File: src/rtl/digital_trainer_kit.sv
// Digital-logic trainer tile: seven combinational gates on A/B, a JK flip-flop and an
// 8-bit lab register with selectable counter/shift/ring/Johnson/LFSR behaviour.
module digital_trainer_kit (
   input  logic       clk,
   input  logic       rst_n,
   input  logic       ena,
   input  logic [7:0] ui_in,
   input  logic [7:0] uio_in,
   output logic [7:0] uo_out,
   output logic [7:0] uio_out,
   output logic [7:0] uio_oe
);

   typedef enum logic [2:0] {
      ModeUp      = 3'b000,
      ModeDown    = 3'b001,
      ModeShift   = 3'b010,
      ModeRing    = 3'b011,
      ModeJohnson = 3'b100,
      ModeLfsr    = 3'b101,
      ModeHold    = 3'b110,
      ModeClear   = 3'b111
   } lab_mode_e;

   logic      a;
   logic      b;
   logic      si;
   logic      step_en;
   lab_mode_e mode;

   logic       jk_q;
   logic       jk_d;
   logic [7:0] s_q;
   logic [7:0] s_d;

   assign a       = ui_in[0];
   assign b       = ui_in[1];
   assign mode    = lab_mode_e'(ui_in[4:2]);
   assign si      = ui_in[5];
   assign step_en = ui_in[6];

   // Tile enable, bidirectional inputs and ui_in[7] carry no function.
   logic unused_inputs;
   assign unused_inputs = ^{ena, uio_in, ui_in[7]};

   always_comb begin
      jk_d = jk_q;
      unique case ({a, b})
         2'b00: jk_d = jk_q;
         2'b10: jk_d = 1'b1;
         2'b01: jk_d = 1'b0;
         2'b11: jk_d = ~jk_q;
      endcase
   end

   always_comb begin
      s_d = s_q;
      if (step_en) begin
         unique case (mode)
            ModeUp:      s_d = s_q + 8'd1;
            ModeDown:    s_d = s_q - 8'd1;
            ModeShift:   s_d = {s_q[6:0], si};
            // All-zero is a lock-up state for ring and LFSR, so seed a single one.
            ModeRing:    s_d = (s_q == 8'h00) ? 8'h01 : {s_q[6:0], s_q[7]};
            ModeJohnson: s_d = {s_q[6:0], ~s_q[7]};
            ModeLfsr:    s_d = (s_q == 8'h00) ? 8'h01
                                              : {s_q[6:0], s_q[7] ^ s_q[5] ^ s_q[4] ^ s_q[3]};
            ModeHold:    s_d = s_q;
            ModeClear:   s_d = 8'h00;
         endcase
      end
   end

   always_ff @(posedge clk) begin
      if (!rst_n) begin
         jk_q <= 1'b0;
         s_q  <= 8'h00;
      end else begin
         jk_q <= jk_d;
         s_q  <= s_d;
      end
   end

   assign uo_out[0] = a & b;
   assign uo_out[1] = a | b;
   assign uo_out[2] = ~a;
   assign uo_out[3] = ~(a & b);
   assign uo_out[4] = ~(a | b);
   assign uo_out[5] = a ^ b;
   assign uo_out[6] = ~(a ^ b);
   assign uo_out[7] = jk_q;

   assign uio_out = s_q;
   assign uio_oe  = 8'hFF;

endmodule

File: config.mk
export PLATFORM = sky130hd
export DESIGN_NAME = digital_trainer_kit
export DESIGN_NICKNAME = d
export VERILOG_FILES = /design/src/rtl/digital_trainer_kit.sv
export SDC_FILE = /design/constraint.sdc
export NUM_CORES = 1
export LEC_CHECK = 0
export CAP_MARGIN = 20
export CORE_UTILIZATION = 30
export CTS_CLUSTER_SIZE = 30
export DETAILED_ROUTE_END_ITERATION = 10
export PLACE_DENSITY = 0.6
export SYNTH_ARGS = -nofsm -noshare
export SYNTH_HDL_FRONTEND = slang
export SYNTH_SLANG_ARGS = --single-unit
File: constraint.sdc
create_clock -name clk -period 6.5 [get_ports clk]
set_clock_uncertainty 0.15 [all_clocks]
set_input_delay 0.975 -clock clk [delete_from_list [all_inputs] [get_ports clk]]
set_output_delay 0.975 -clock clk [all_outputs]
set_load 0.01 [all_outputs]
==> flow_metrics.py <==
metrics = {
    "power": {
        "ir_drop_mv": 0.0669,
        "p_leak_nw": 0.454,
        "powerDensity_mw_per_mm2": 135,
    },
    "floorplan": {
        "boundaryPins": 43,
        "rows": 20,
        "fp.coreArea_mm2": 0.00308,
        "die_w_um": 59,
        "die_y_um": 59,
        "dieArea_mm2": 0.00348,
        "initial_core_util_pct": 31.7,
    },
    "layout": {
        "diodes": 0,
        "fin_nets": 170,
        "final_area_mm2": 0.00122,
        "area_growth_pct": 25.0,
        "drive_gt1_share_pct": 6.85,
        "final_core_util_pct": 39.6,
    },
    "timing": {
        "fin_crit_sh_pct": 54.4,
        "post-route-min-period_ns": 3.54,
        "finalMaxSlewViolations": 0,
        "max-slew-margin-rel_pct": 50.0,
        "tns_ns": 0,
        "rsz0062_at_grt": "false",
        "worst_pin_slew_ns": 0.743,
        "fin_ws_ns": 2.96,
        "clock.fmax_mhz": 283,
        "finalHoldViolations": 0,
        "finalSetupViolations": 0,
    },
    "logic_synthesis": {
        "syn_avg_cell_area_um2": 7.56,
        "synth_top_cell_by_area": "dfxtp_1",
        "syn_area_um2": 975,
        "yosysTopAreaCellShare_pct": 18.5,
        "syn_inst": 129,
        "synthTopCellsByArea": "dfxtp_1, buf_4, ha_1",
        "async_flop_share_pct": 0,
        "synth-seq-cells": 9,
        "synth_seq_area_share_pct": 18.5,
        "yosysWarnings": 0,
        "ys.flop_type": "dfxtp_1",
        "synth_edf_count": 0,
        "synth_cell_types": 44,
    },
    "routing": {
        "met3_length_um": 146,
        "vias": 1021,
        "highest_layer": "met3",
        "ant_nets": 0,
        "routed_wl_um": 2500,
        "wl_met1_um": 1150,
        "drc": 0,
        "wl_per_cell_um": 13.1,
        "drt_iter0_drc": 39,
        "via_per_inst": 5.37,
        "wl_met2_um": 1200,
        "dr.pass1.iters": 4,
    },
    "setup_path": {
        "critPathCaptureType": "output pin",
        "r2r-start": "uio_out[1]",
        "cp_slowest_cell": "clkdlybuf4s50_1",
        "critPathLaunchType": "primary input",
        "reg2regPathDepth": 7,
        "cp_top_family": "buffers and inverters",
        "r2r_end": "uio_out[6]",
        "critical-path-max-stage-delay_ns": 0.52,
        "arrival_ns": 2.41,
        "critPathBufInv": 4,
        "rrSetupSlack_ns": 4.31,
        "crit_chain": "clkdlybuf4s50_1, inv_1, ha_1, inv_1, clkdlybuf4s50_1",
        "cp.required_ns": 5.37,
        "crit_fanout": 3,
        "path_class": "in -> out",
    },
    "min_path": {
        "whs_path_depth": 2,
        "min_to": "jk_q",
        "worstHoldStart": "jk_q",
        "hold_class": "reg -> reg",
    },
    "placement": {
        "post-dp-hpwl_um": 1890,
        "place_area_mm2": 0.00119,
        "numPortBuffers": 24,
        "place_congestion": 0.795,
        "pre_cts_slack_ns": 2.78,
    },
    "global_route": {
        "grt_pass1_wl_um": 4420,
        "antenna_found_initial": 0,
        "grt_pass1_vias": 957,
        "grt-ovfl-total": 0,
        "track_usage_pct": 16.4,
        "grt_max_degree": 16,
    },
    "clock_tree": {
        "postCtsSetupBuffers": 0,
        "numCtsBuffers": 3,
        "clock-root-buffer": "clkbuf_4",
        "clkSlewWorstSetupHoldPaths_ns": 0.06,
        "cts_tree": "done",
        "clock_latency_ns": 0.26,
        "clockBufferDepth": 2,
        "cts_resized": 0,
        "hold_buffers": 0,
        "htree_levels": 1,
        "cts_num_sinks": 9,
    },
    "job": {
        "maxCapViolations": 0,
    },
    "outcome": {
        "status": "complete, no violations",
    },
}
[worst min-delay path: stages (launching register included)]
cell and delay, ns:
dfxtp_1 0.35, a211oi_1 0.08, nor2_1 0.08
[power by group]
part,switching [W],internal [W]
combinational,0.0000292,0.0000279
clock,0.0000199,0.0000237
sequential,0.00000622,0.0000581
[cells by family (layout without fill, tap and decap cells)]
group                    Yosys count  count (layout)  share of synthesized area (%)
multiplexers                       2               2                           2.18
XOR/XNOR                           4               4                           3.60
AO/OA/AOI/OAI                     28              28                           21.1
adder cells (fa/ha/maj)            4               4                           5.13
buffers and inverters             26              36                           13.7
AND/OR/NAND/NOR                   55              55                           35.4
flip-flops                         9               9                           18.5
other                              1               8                          0.385
[sequential cells by signal (all words and copies together) (netlist names)]
signal and flops:
jk_q 1, uio_out 8
[layout make-up]
cell class | instances | area, um^2
multi-input cells | 101 | 687
inverters | 8 | 30.0
well taps | 44 | 55.1
repair buffers | 24 | 240
clock buffers | 4 | 26.3
fillers | 321 | 1860
flip-flops and latches | 9 | 180
[how the worst max path moves through the flow]
| stage | from | to | slack (ns) | cells after the start |
|---|---|---|---|---|
| 2_1_floorplan | ui_in[2] | uio_out[6] | 3.66 | 8 |
| 3_3_place_gp | ui_in[4] | uio_out[6] | 2.78 | 8 |
| 3_5_place_dp | ui_in[4] | uio_out[6] | 2.78 | 8 |
| 4_1_cts | ui_in[1] | uo_out[6] | 2.95 | 5 |
| 5_1_grt | ui_in[4] | uio_out[6] | 2.70 | 8 |
| 6_report | ui_in[1] | uo_out[6] | 2.96 | 5 |
[placed cells by master, fill, tap and decap left out, types with 4 or more instances in the layout]
master / n
nand4_1: 6
clkdlybuf4s50_1: 24
nand3_1: 5
o21ai_0: 5
a22oi_1: 4
dfxtp_1: 9
ha_1: 4
nor2_1: 5
nand3b_1: 5
conb_1: 8
nand2_1: 4
nor3_1: 7
inv_1: 8
and2_1: 4
a211oi_1: 4
[synthesized netlist by cell type, types with 3 or more instances]
library cell / n
nor3_1: 7
xor2_1: 3
clkbuf_1: 7
a22oi_1: 4
a31oi_1: 3
nor2_1: 5
a211oi_1: 4
and2_1: 4
nand4_1: 6
dfxtp_1: 9
inv_1: 8
nor2b_1: 3
ha_1: 4
nand3_1: 5
buf_4: 9
nand3b_1: 5
o21ai_0: 5
nand2_1: 4
or3_1: 3
[metrics by stage]
step	instances	hold WS (ns)	power [W]
after floorplan	136	0.342	0.000103
after CTS	190	0.395	0.000168
after global routing	190	0.448	0.000178
after global placement	186	0.371	0.000121
after detailed placement	186	0.365	0.000122
final	190	0.393	0.000165
[per-layer routing]
layer / GRT usage (%) / up-vias
li1: - / 503
met1: 22.0 / 480
met2: 26.6 / 38
met4: 1.02 / 0
met5: 0 / -
met3: 5.46 / 0
No activity file was read; power rests on OpenSTA's default activity.
